File: src/rtl/register_op_sequencer_pkg.sv
// rtl/register_op_sequencer_pkg.sv - opcode, state and output encodings shared by the sequencer and decoder
//
// Purpose: one place for the opcode values, FSM state codes, DIN source select
//          and REGBOPX inc/dec encodings, plus the PC-protection rule.
// Ports:   none (package)

package register_op_sequencer_pkg;

    // Decoded op codes presented on OP_CODE
    localparam logic [2:0] OPC_NOP   = 3'd0;
    localparam logic [2:0] OPC_MOV   = 3'd1;
    localparam logic [2:0] OPC_INC   = 3'd2;
    localparam logic [2:0] OPC_DEC   = 3'd3;
    localparam logic [2:0] OPC_PUSH  = 3'd4;
    localparam logic [2:0] OPC_POP   = 3'd5;
    localparam logic [2:0] OPC_LOAD  = 3'd6;
    localparam logic [2:0] OPC_STORE = 3'd7;

    // Sequencer states
    localparam logic [2:0] ST_IDLE     = 3'd0;
    localparam logic [2:0] ST_EXEC     = 3'd1;
    localparam logic [2:0] ST_PRE_DEC  = 3'd2;
    localparam logic [2:0] ST_MEM_WR   = 3'd3;
    localparam logic [2:0] ST_MEM_RD   = 3'd4;
    localparam logic [2:0] ST_POST_INC = 3'd5;

    // register_file DIN source
    localparam logic DIN_FROM_REG = 1'b0;
    localparam logic DIN_FROM_MEM = 1'b1;

    // REGBOPX: [0] enable, [1] direction (1 = increment)
    localparam logic [1:0] BOP_NONE = 2'b00;
    localparam logic [1:0] BOP_DEC  = 2'b01;
    localparam logic [1:0] BOP_INC  = 2'b11;

    // The PC auto-increments on its own, so any op that would also step it
    // through port B is refused.
    function automatic logic op_rejected(input logic [2:0] code,
                                         input logic [3:0] rb,
                                         input logic [3:0] pc_reg);
        return ((code == OPC_INC) || (code == OPC_DEC) ||
                (code == OPC_PUSH) || (code == OPC_POP)) && (rb == pc_reg);
    endfunction

endpackage

File: src/rtl/register_op_sequencer_mem_wait_timer.sv
// rtl/register_op_sequencer_mem_wait_timer.sv - bounded wait counter for memory requests
//
// Purpose: counts cycles a memory request has waited for MEM_READY and flags
//          when the count reaches WAIT_LIMIT (never when WAIT_LIMIT is 0).
// Ports:   clk      in  clock
//          reset    in  synchronous active-high reset
//          clear    in  force count to 0 (held while no request is pending)
//          count_en in  one more non-ready cycle
//          expired  out count has reached WAIT_LIMIT

module register_op_sequencer_mem_wait_timer #(
    parameter int WAIT_LIMIT = 0
) (
    input  logic clk,
    input  logic reset,
    input  logic clear,
    input  logic count_en,
    output logic expired
);

    localparam int CW = (WAIT_LIMIT < 1) ? 1 : $clog2(WAIT_LIMIT + 1);

    logic [CW-1:0] count;

    always_ff @(posedge clk) begin
        if (reset) begin
            count <= '0;
        end else if (clear) begin
            count <= '0;
        end else if (count_en) begin
            // With no limit the counter may wrap; it is never compared then.
            count <= count + 1'b1;
        end
    end

    assign expired = (WAIT_LIMIT != 0) && (count == CW'(WAIT_LIMIT));

endmodule

File: src/rtl/register_op_sequencer.sv
// rtl/register_op_sequencer.sv - sequences decoded register/stack ops onto register_file and memory
//
// Purpose: accepts one op per handshake and drives register_file selects,
//          inc/dec and load controls, DIN source and a single memory request
//          over 1-3 cycles (plus memory wait cycles).
// Ports:   CLK, RESET (sync, active-high)
//          OP_VALID/OP_READY/OP_CODE/OP_RA/OP_RB  op handshake from decoder
//          REGAX/REGBX/REGAOPX/REGBOPX/DIN_SEL    register_file controls
//          MEM_RD/MEM_WR/MEM_READY                memory request/complete
//          OP_DONE/OP_ERR                         completion pulses

module register_op_sequencer
    import register_op_sequencer_pkg::*;
#(
    parameter int WAIT_LIMIT = 0,
    parameter int PC_REG     = 15
) (
    input  logic       CLK,
    input  logic       RESET,
    input  logic       OP_VALID,
    output logic       OP_READY,
    input  logic [2:0] OP_CODE,
    input  logic [3:0] OP_RA,
    input  logic [3:0] OP_RB,
    output logic [3:0] REGAX,
    output logic [3:0] REGBX,
    output logic       REGAOPX,
    output logic [1:0] REGBOPX,
    output logic       DIN_SEL,
    output logic       MEM_RD,
    output logic       MEM_WR,
    input  logic       MEM_READY,
    output logic       OP_DONE,
    output logic       OP_ERR
);

    localparam logic [3:0] PC_SEL = 4'(PC_REG);

    logic [2:0] state;
    logic [2:0] state_next;
    logic [2:0] op_code;
    logic [3:0] op_ra;
    logic [3:0] op_rb;
    logic       in_mem;
    logic       wait_expired;

    assign in_mem = (state == ST_MEM_RD) || (state == ST_MEM_WR);

    register_op_sequencer_mem_wait_timer #(
        .WAIT_LIMIT(WAIT_LIMIT)
    ) u_wait_timer (
        .clk     (CLK),
        .reset   (RESET),
        .clear   (!in_mem),
        .count_en(in_mem && !MEM_READY),
        .expired (wait_expired)
    );

    always_ff @(posedge CLK) begin
        if (RESET) begin
            state   <= ST_IDLE;
            op_code <= OPC_NOP;
            op_ra   <= '0;
            op_rb   <= '0;
        end else begin
            state <= state_next;
            if (OP_VALID && OP_READY) begin
                op_code <= OP_CODE;
                op_ra   <= OP_RA;
                op_rb   <= OP_RB;
            end
        end
    end

    always_comb begin
        state_next = state;
        OP_READY   = 1'b0;
        REGAX      = '0;
        REGBX      = '0;
        REGAOPX    = 1'b0;
        REGBOPX    = BOP_NONE;
        DIN_SEL    = DIN_FROM_REG;
        MEM_RD     = 1'b0;
        MEM_WR     = 1'b0;
        OP_DONE    = 1'b0;
        OP_ERR     = 1'b0;

        case (state)
            ST_IDLE: begin
                OP_READY = 1'b1;
                if (OP_VALID) begin
                    // Rejected stack ops take the single-cycle EXEC path to report the error.
                    if (op_rejected(OP_CODE, OP_RB, PC_SEL)) begin
                        state_next = ST_EXEC;
                    end else begin
                        case (OP_CODE)
                            OPC_PUSH:             state_next = ST_PRE_DEC;
                            OPC_POP, OPC_LOAD:    state_next = ST_MEM_RD;
                            OPC_STORE:            state_next = ST_MEM_WR;
                            default:              state_next = ST_EXEC;
                        endcase
                    end
                end
            end

            ST_EXEC: begin
                OP_DONE    = 1'b1;
                state_next = ST_IDLE;
                if (op_rejected(op_code, op_rb, PC_SEL)) begin
                    OP_ERR = 1'b1;
                end else begin
                    case (op_code)
                        OPC_MOV: begin
                            REGAX   = op_ra;
                            REGBX   = op_rb;
                            REGAOPX = 1'b1;
                            DIN_SEL = DIN_FROM_REG;
                        end
                        OPC_INC: begin
                            REGBX   = op_rb;
                            REGBOPX = BOP_INC;
                        end
                        OPC_DEC: begin
                            REGBX   = op_rb;
                            REGBOPX = BOP_DEC;
                        end
                        default: ;
                    endcase
                end
            end

            ST_PRE_DEC: begin
                REGBX      = op_rb;
                REGBOPX    = BOP_DEC;
                state_next = ST_MEM_WR;
            end

            ST_MEM_WR: begin
                REGAX  = op_ra;
                REGBX  = op_rb;
                MEM_WR = 1'b1;
                if (MEM_READY) begin
                    OP_DONE    = 1'b1;
                    state_next = ST_IDLE;
                end else if (wait_expired) begin
                    // A PUSH's pre-decrement already happened and stays.
                    OP_DONE    = 1'b1;
                    OP_ERR     = 1'b1;
                    state_next = ST_IDLE;
                end
            end

            ST_MEM_RD: begin
                REGBX  = op_rb;
                MEM_RD = 1'b1;
                if (MEM_READY) begin
                    REGAX   = op_ra;
                    REGAOPX = 1'b1;
                    DIN_SEL = DIN_FROM_MEM;
                    // POP into its own stack pointer: the loaded value wins, no post-increment.
                    if ((op_code == OPC_POP) && (op_ra != op_rb)) begin
                        state_next = ST_POST_INC;
                    end else begin
                        OP_DONE    = 1'b1;
                        state_next = ST_IDLE;
                    end
                end else if (wait_expired) begin
                    OP_DONE    = 1'b1;
                    OP_ERR     = 1'b1;
                    state_next = ST_IDLE;
                end
            end

            ST_POST_INC: begin
                REGBX      = op_rb;
                REGBOPX    = BOP_INC;
                OP_DONE    = 1'b1;
                state_next = ST_IDLE;
            end

            default: state_next = ST_IDLE;
        endcase
    end

endmodule

File: config.mk
export PLATFORM = sky130hd
export DESIGN_NAME = register_op_sequencer
export DESIGN_NICKNAME = d
export VERILOG_FILES = /design/src/rtl/register_op_sequencer_pkg.sv /design/src/rtl/register_op_sequencer_mem_wait_timer.sv /design/src/rtl/register_op_sequencer.sv
export SDC_FILE = /design/constraint.sdc
export NUM_CORES = 1
export LEC_CHECK = 0
export CORE_ASPECT_RATIO = 0.7
export CORE_MARGIN = 5
export CORE_UTILIZATION = 25
export DETAILED_ROUTE_END_ITERATION = 8
export GPL_TIMING_DRIVEN = 0
export MAX_ROUTING_LAYER = met4
export PLACE_DENSITY = 0.47
export SETUP_SLACK_MARGIN = 0.02
export SLEW_MARGIN = 20
export SYNTH_ARGS = -nofsm -noshare
export SYNTH_HDL_FRONTEND = slang
export SYNTH_SLANG_ARGS = --single-unit
export TNS_END_PERCENT = 1
File: constraint.sdc
create_clock -name CLK -period 2 [get_ports CLK]
set_input_delay 0.3 -clock CLK [delete_from_list [all_inputs] [get_ports CLK]]
set_output_delay 0.3 -clock CLK [all_outputs]
set_load 0.1 [all_outputs]
; Word level (Yosys, flattened, before mapping)
; Cells that the tools add are included.
[classes]
n_mux = 30
n_eq_ne = 22
n_reduce_logical = 16
[op_table]
columns = cell, count
row1 = "3-bit equality test, second input constant", 8
row2 = 4-bit 2-to-1 mux, 5
row3 = "3-bit by 2-bit equality test with 1-bit output, second input constant", 6
row4 = 3-bit 2-to-1 mux, 5
row5 = 3-bit one-hot mux with 4 select lines, 1
row6 = 4-bit one-hot mux with 3 select lines, 1
row7 = 1-bit 2-to-1 mux, 11
row8 = 3-bit one-hot mux with 3 select lines, 1
row9 = "4-bit equality test, second input constant", 2
row10 = 4-bit one-hot mux with 2 select lines, 1
row11 = "3-bit by 1-bit equality test with 1-bit output, second input constant", 2
row12 = 1-bit logical OR, 6
row13 = "2-bit != test, second input constant", 3
row14 = 2-bit one-hot mux with 3 select lines, 1
row15 = 1-bit logical AND, 4
row16 = 4-bit != test, 1
row17 = 2-bit one-hot mux with 2 select lines, 1
row18 = 2-bit OR reduction, 2
row19 = 4-bit OR reduction, 1
row20 = 3-bit logical NOT, 1
row21 = 1-bit one-hot mux with 3 select lines, 1
row22 = 3-bit AND reduction, 1
row23 = 3-bit OR reduction, 1
row24 = 2-bit 2-to-1 mux, 1
row25 = 1-bit one-hot mux with 2 select lines, 1
[totals]
output_inout_bits = 17
wordCells = 72
input_bits = 15
ff_bits = 14

; Logic depth before layout (Yosys ltp)
[logic_depth]
ltp_word = 8
depth_mapped = 6
ltp_nobuf = 6

; Cells and area by module
; Synthesis repeated with hierarchy kept, for this count alone.
[hier_totals]
cells_unflattened = 126
hier_area_um2 = 953.4
[by_module_without_submodules]
columns = module, seq_area_each_um2, cells_each, area_per_inst_um2, n_inst
row1 = register_op_sequencer, 280.3, 124, 942.2, 1
row2 = register_op_sequencer_mem_wait_timer, 0.0, 2, 11.3, 1

; Least setup slack after synthesis
; No wires, ideal clock.
[synth_path]
path_kind = register to output
start = reg op_code[2]
end = out OP_ERR
arrival_time_ns = 3.311
required_time_ns = 1.700
path_buffers = 0
slack_ns = -1.611
stages_incl_launch_ff = 6
path_cell_list = dfxtp_1 -> inv_1 -> ha_1 -> and4b_4 -> nand2_2 -> nor3b_1
[synth_between]
elab_chain_len = 7
word_cells_on_any_way = 10
cone_classes = eq/ne (4) / mux (2) / reduce/logical (4)
[synth_rtl]
columns = element, line
row1 = "start, declared", register_op_sequencer.sv:41  ; logic [2:0] op_code;
row2 = "start signal, assigned", register_op_sequencer.sv:62  ; op_code <= OPC_NOP;
row3 = "start signal, assigned", register_op_sequencer.sv:68  ; op_code <= OP_CODE;
row4 = 3-bit by 2-bit equality test with 1-bit output, register_op_sequencer_pkg.sv:41  ; return ((code == OPC_INC) || (code == OPC_DEC) ||
row5 = 1-bit logical OR (2 in series), register_op_sequencer_pkg.sv:41
row6 = 1-bit logical OR *, register_op_sequencer_pkg.sv:42  ; (code == OPC_PUSH) || (code == OPC_POP)) && (rb == pc_reg);
row7 = 1-bit logical AND *, register_op_sequencer_pkg.sv:42
row8 = 1-bit 2-to-1 mux *, register_op_sequencer.sv:109  ; if (op_rejected(op_code, op_rb, PC_SEL)) begin
row9 = 1-bit 2-to-1 mux *, n/a
row10 = "end, declared", register_op_sequencer.sv:34  ; output logic OP_ERR
; Mark *: on every way between the ends. The rest lies on a longest branch, timed or not.

; Final worst setup path
[layout_path]
start = reg op_code[2]
end = out REGAX[3]
[layout_between]
elab_chain_len = 7
word_cells_on_any_way = 12
cone_classes = eq/ne (5) / mux (3) / reduce/logical (4)
[layout_rtl]
columns = element, line
row1 = 3-bit by 2-bit equality test with 1-bit output, register_op_sequencer_pkg.sv:41
row2 = 1-bit logical OR (2 in series), register_op_sequencer_pkg.sv:41
row3 = 1-bit logical OR, register_op_sequencer_pkg.sv:42
row4 = 1-bit logical AND, register_op_sequencer_pkg.sv:42
row5 = 4-bit 2-to-1 mux *, register_op_sequencer.sv:109
row6 = 4-bit one-hot mux with 3 select lines *, register_op_sequencer.sv:88  ; case (state)
row7 = "end, declared", register_op_sequencer.sv:25  ; output logic [3:0] REGAX,
; Marks and branches as above.

==> results.rst <==
.. list-table::
   :header-rows: 1

   * - Metric
     - Value
   * - Met3 wire length
     - ~93 µm
   * - Post-Syn Instances
     - between 100 and 150
   * - RSZ-0062 raised after global routing
     - yes
   * - Data required time of the critical path
     - 1.70 ns
   * - Number of DRC markers after the initial detailed-route iteration
     - 50
   * - Final clock period utilization by the worst path
     - 1.13
   * - DRC
     - 0
   * - Total negative setup slack
     - -2.49 ns
   * - Critical path capture point type
     - output pin
   * - Starting density of the core
     - 0.256
   * - Most common cell after layout, fill and taps aside
     - sky130_fd_sc_hd__nand2_1
   * - Final estimated routing congestion in global placement
     - 0.725
   * - Post-synth EDFFs
     - 0
   * - Post-synth cell types
     - 37
   * - Total routed wire length on the met1 layer
     - 1530 µm
   * - CTS clk-pin slew, worst paths
     - 0.06 ns
   * - Fraction of the yosys area taken by sequential cells
     - 0.280
   * - Placed Cells
     - 210
   * - Area of the core
     - about 4000 µm²
   * - Number of warnings printed during yosys synthesis
     - 0
   * - Setup WS pre-CTS
     - -1.11 ns
   * - Arrival time at the worst endpoint
     - about 2.0 ns
   * - Max FO, Critical Path
     - 4
   * - DRT Wirelength
     - between 3000 and 4000 µm
   * - Static leakage
     - slightly above 0.6 nW
   * - Synthesized cell area
     - roughly 1000 µm²
   * - Post-route setup slack
     - -0.262 ns
   * - Run status
     - finished with violations
   * - Worst hold-check path type
     - reg2reg
   * - Net count of the mapped netlist
     - about 140
   * - Root buf cell
     - sky130_fd_sc_hd__clkbuf_8
   * - Average size of a mapped cell
     - ~7.9 µm²
   * - Final Non-Filler Cells
     - 218
   * - Total vias in the final route
     - a little over 1,000
   * - Total count of max-transition violations in the final report
     - 0
   * - Via/cell ratio
     - 4.73
   * - 1st-pass router iterations
     - 4
   * - Highest-count cells in the layout ignoring fill and taps
     - 32 x sky130_fd_sc_hd__nand2_1, 14 x sky130_fd_sc_hd__a21oi_1, 14 x sky130_fd_sc_hd__clkdlybuf4s50_1, 11 x sky130_fd_sc_hd__buf_12, 10 x sky130_fd_sc_hd__dfxtp_1
   * - Hold violation count in the final report
     - 0
   * - Min cycle time layout
     - roughly 2.3 ns
   * - Critical path start-end classification
     - reg2out
   * - Post-layout net count
     - around 180
   * - Synth async-reset ratio
     - 0
   * - Via count of the first global-routing pass
     - between 900 and 1,000
   * - Area of the die
     - 5380 µm²
   * - Clock Path Buffers
     - 2
   * - Site Rows
     - 19
   * - Area growth from synthesis to layout
     - 69.3%
   * - Max rail drop VDD
     - roughly 0.23 mV
   * - WL/cell
     - about 14 µm
   * - Antenna Cells
     - 0
   * - Highest metal layer with signal wires
     - met4
   * - Total setup violations reported at the end of the flow
     - 12
   * - Least-Margin Pin Slew
     - around 0.55 ns
   * - HPWL after detailed placement
     - about 2300 µm
   * - Most used flip-flop cell after synthesis
     - sky130_fd_sc_hd__dfxtp_1
   * - Number of buffers created by CTS
     - 3
   * - Total clock sinks
     - 14
   * - Layout cells sized above 1
     - 0.398
   * - Top-level port count
     - 32
   * - Clock latency at the later pin of the worst-skew pair
     - roughly 0.24 ns
   * - Post-route core utilization
     - 0.434
   * - First-pass GRT wire length
     - between 4000 and 5000 µm
   * - Horizontal die dimension
     - between 80 and 90 µm
   * - Die Span Y
     - between 60 and 70 µm
   * - Worst rel slew slack
     - 0.637
   * - Overall fraction of global-route tracks in use
     - 0.114
   * - TritonCTS clock tree
     - yes
   * - Count of fill cells added during filler insertion
     - between 300 and 400
   * - Power density over the cells
     - approximately 610 nW/µm²
   * - Fmax achieved
     - 442 MHz
   * - FF+latch count, synth
     - 14
   * - Violated checks
     - negative setup slack
   * - Clock Skew
     - between 0.0008 and 0.0009 ns
   * - Startpoint class of the critical path
     - register
   * - DRT antenna net count
     - 0
   * - Max-capacitance violation count
     - 0
   * - Met2 Wirelength
     - between 1000 and 1500 µm
   * - Initial antenna violation count
     - 0
   * - Pin count of the biggest net entering global routing
     - 11
   * - Final global-route overflow total
     - 0
   * - Total of buffers placed on input and output ports
     - 31
   * - Clock H-tree levels
     - 1
registers in the layout, summed over array words and instances, names as in the netlist:
name and flops:
op_code 3, op_ra 4, op_rb 4, state 3
synth_stat cells, types with 2 or more instances:
cell                        n  area, µm²
sky130_fd_sc_hd__buf_6      3       33.8
sky130_fd_sc_hd__nand2_1   32        120
sky130_fd_sc_hd__nor2b_1    6       37.5
sky130_fd_sc_hd__nor3_4     2       32.5
sky130_fd_sc_hd__dfxtp_1   14        280
sky130_fd_sc_hd__o31ai_1    2       15.0
sky130_fd_sc_hd__a211oi_2   3       37.5
sky130_fd_sc_hd__a21oi_1   14       70.1
sky130_fd_sc_hd__nand2b_1   2       12.5
sky130_fd_sc_hd__nand2_2    2       12.5
sky130_fd_sc_hd__and2_4     2       17.5
sky130_fd_sc_hd__a31oi_1    2       12.5
sky130_fd_sc_hd__nor2_1    13       48.8
sky130_fd_sc_hd__xnor2_1    4       35.0
sky130_fd_sc_hd__inv_1      3       11.3
sky130_fd_sc_hd__mux2_2     2       22.5
repair_timing:
item | in CTS | in global routing
buffers inserted | 2 | 2
endpoints found under the setup margin | 17 | 14
hold buffers | 0 | 0
resized for setup | 130 | 11
pin swaps | 4 | 5
per-stage QoR:
stage	hold WS [ns]	total power [W]	instance area, µm²
CTS	0.494	0.00103	1630
finish	0.486	0.00103	1690
global route	0.518	0.00108	1690
floorplan	0.365	0.000621	1080
global placement	0.485	0.000724	1450
detailed placement	0.485	0.000727	1450
power by group:
group          internal [W]  switching (W)  total, W
combinational      0.000165       0.000256  0.000421
sequential         0.000303      0.0000302  0.000333
clock              0.000174       0.000106  0.000281
layout make-up:
class                           count  area (µm²)  share of cell area
Multi-Input combinational cell    104         768               0.454
Timing Repair Buffer               35         449               0.265
Sequential cell                    14         288               0.170
Tap cell                           52        65.1              0.0384
Clock buffer                        4        55.1              0.0325
Buffer                              6        53.8              0.0318
Inverter                            3        13.8             0.00813
kinds of logic (layout without fill, tap and decap cells):
| kind of cell | Yosys count | in the layout | synth area share |
|---|---|---|---|
| flops | 14 | 14 | 0.280 |
| fa+ha+maj | 1 | 1 | 0.0125 |
| mux | 2 | 2 | 0.0225 |
| buf+inv | 9 | 48 | 0.0613 |
| compound gates | 32 | 32 | 0.243 |
| simple gates | 65 | 65 | 0.345 |
| xor+xnor | 4 | 4 | 0.0350 |
routing by layer:
metal,track usage,up-vias
met1,0.161,490
met5,-,-
li1,-,516
met2,0.165,24
met3,0.0184,2
met4,0.0395,0
critical path, cell delays in order (launching register included):
cell,delay [ns]
sky130_fd_sc_hd__dfxtp_4,0.36
sky130_fd_sc_hd__inv_4,0.04
sky130_fd_sc_hd__ha_4,0.24
sky130_fd_sc_hd__and4b_4,0.21
sky130_fd_sc_hd__a211oi_4,0.29
sky130_fd_sc_hd__a211oi_4,0.11
sky130_fd_sc_hd__buf_12,0.16
sky130_fd_sc_hd__nor2b_4,0.13
sky130_fd_sc_hd__buf_12,0.18
worst paths after layout:
| path | start | end | slack, ns | cells after the start |
|---|---|---|---|---|
| min | op_ra[0]$_SDFFE_PP0P_ | op_ra[0]$_SDFFE_PP0P_ | 0.49 | 2 |
| max reg2reg | state[0]$_SDFFE_PP0P_ | state[0]$_SDFFE_PP0P_ | 0.70 | 5 |
| min reg2reg | op_ra[0]$_SDFFE_PP0P_ | op_ra[0]$_SDFFE_PP0P_ | 0.49 | 2 |
| max | op_code[2]$_SDFFE_PP0P_ | REGAX[3] | -0.26 | 8 |
(Power assumes the default switching activity.)
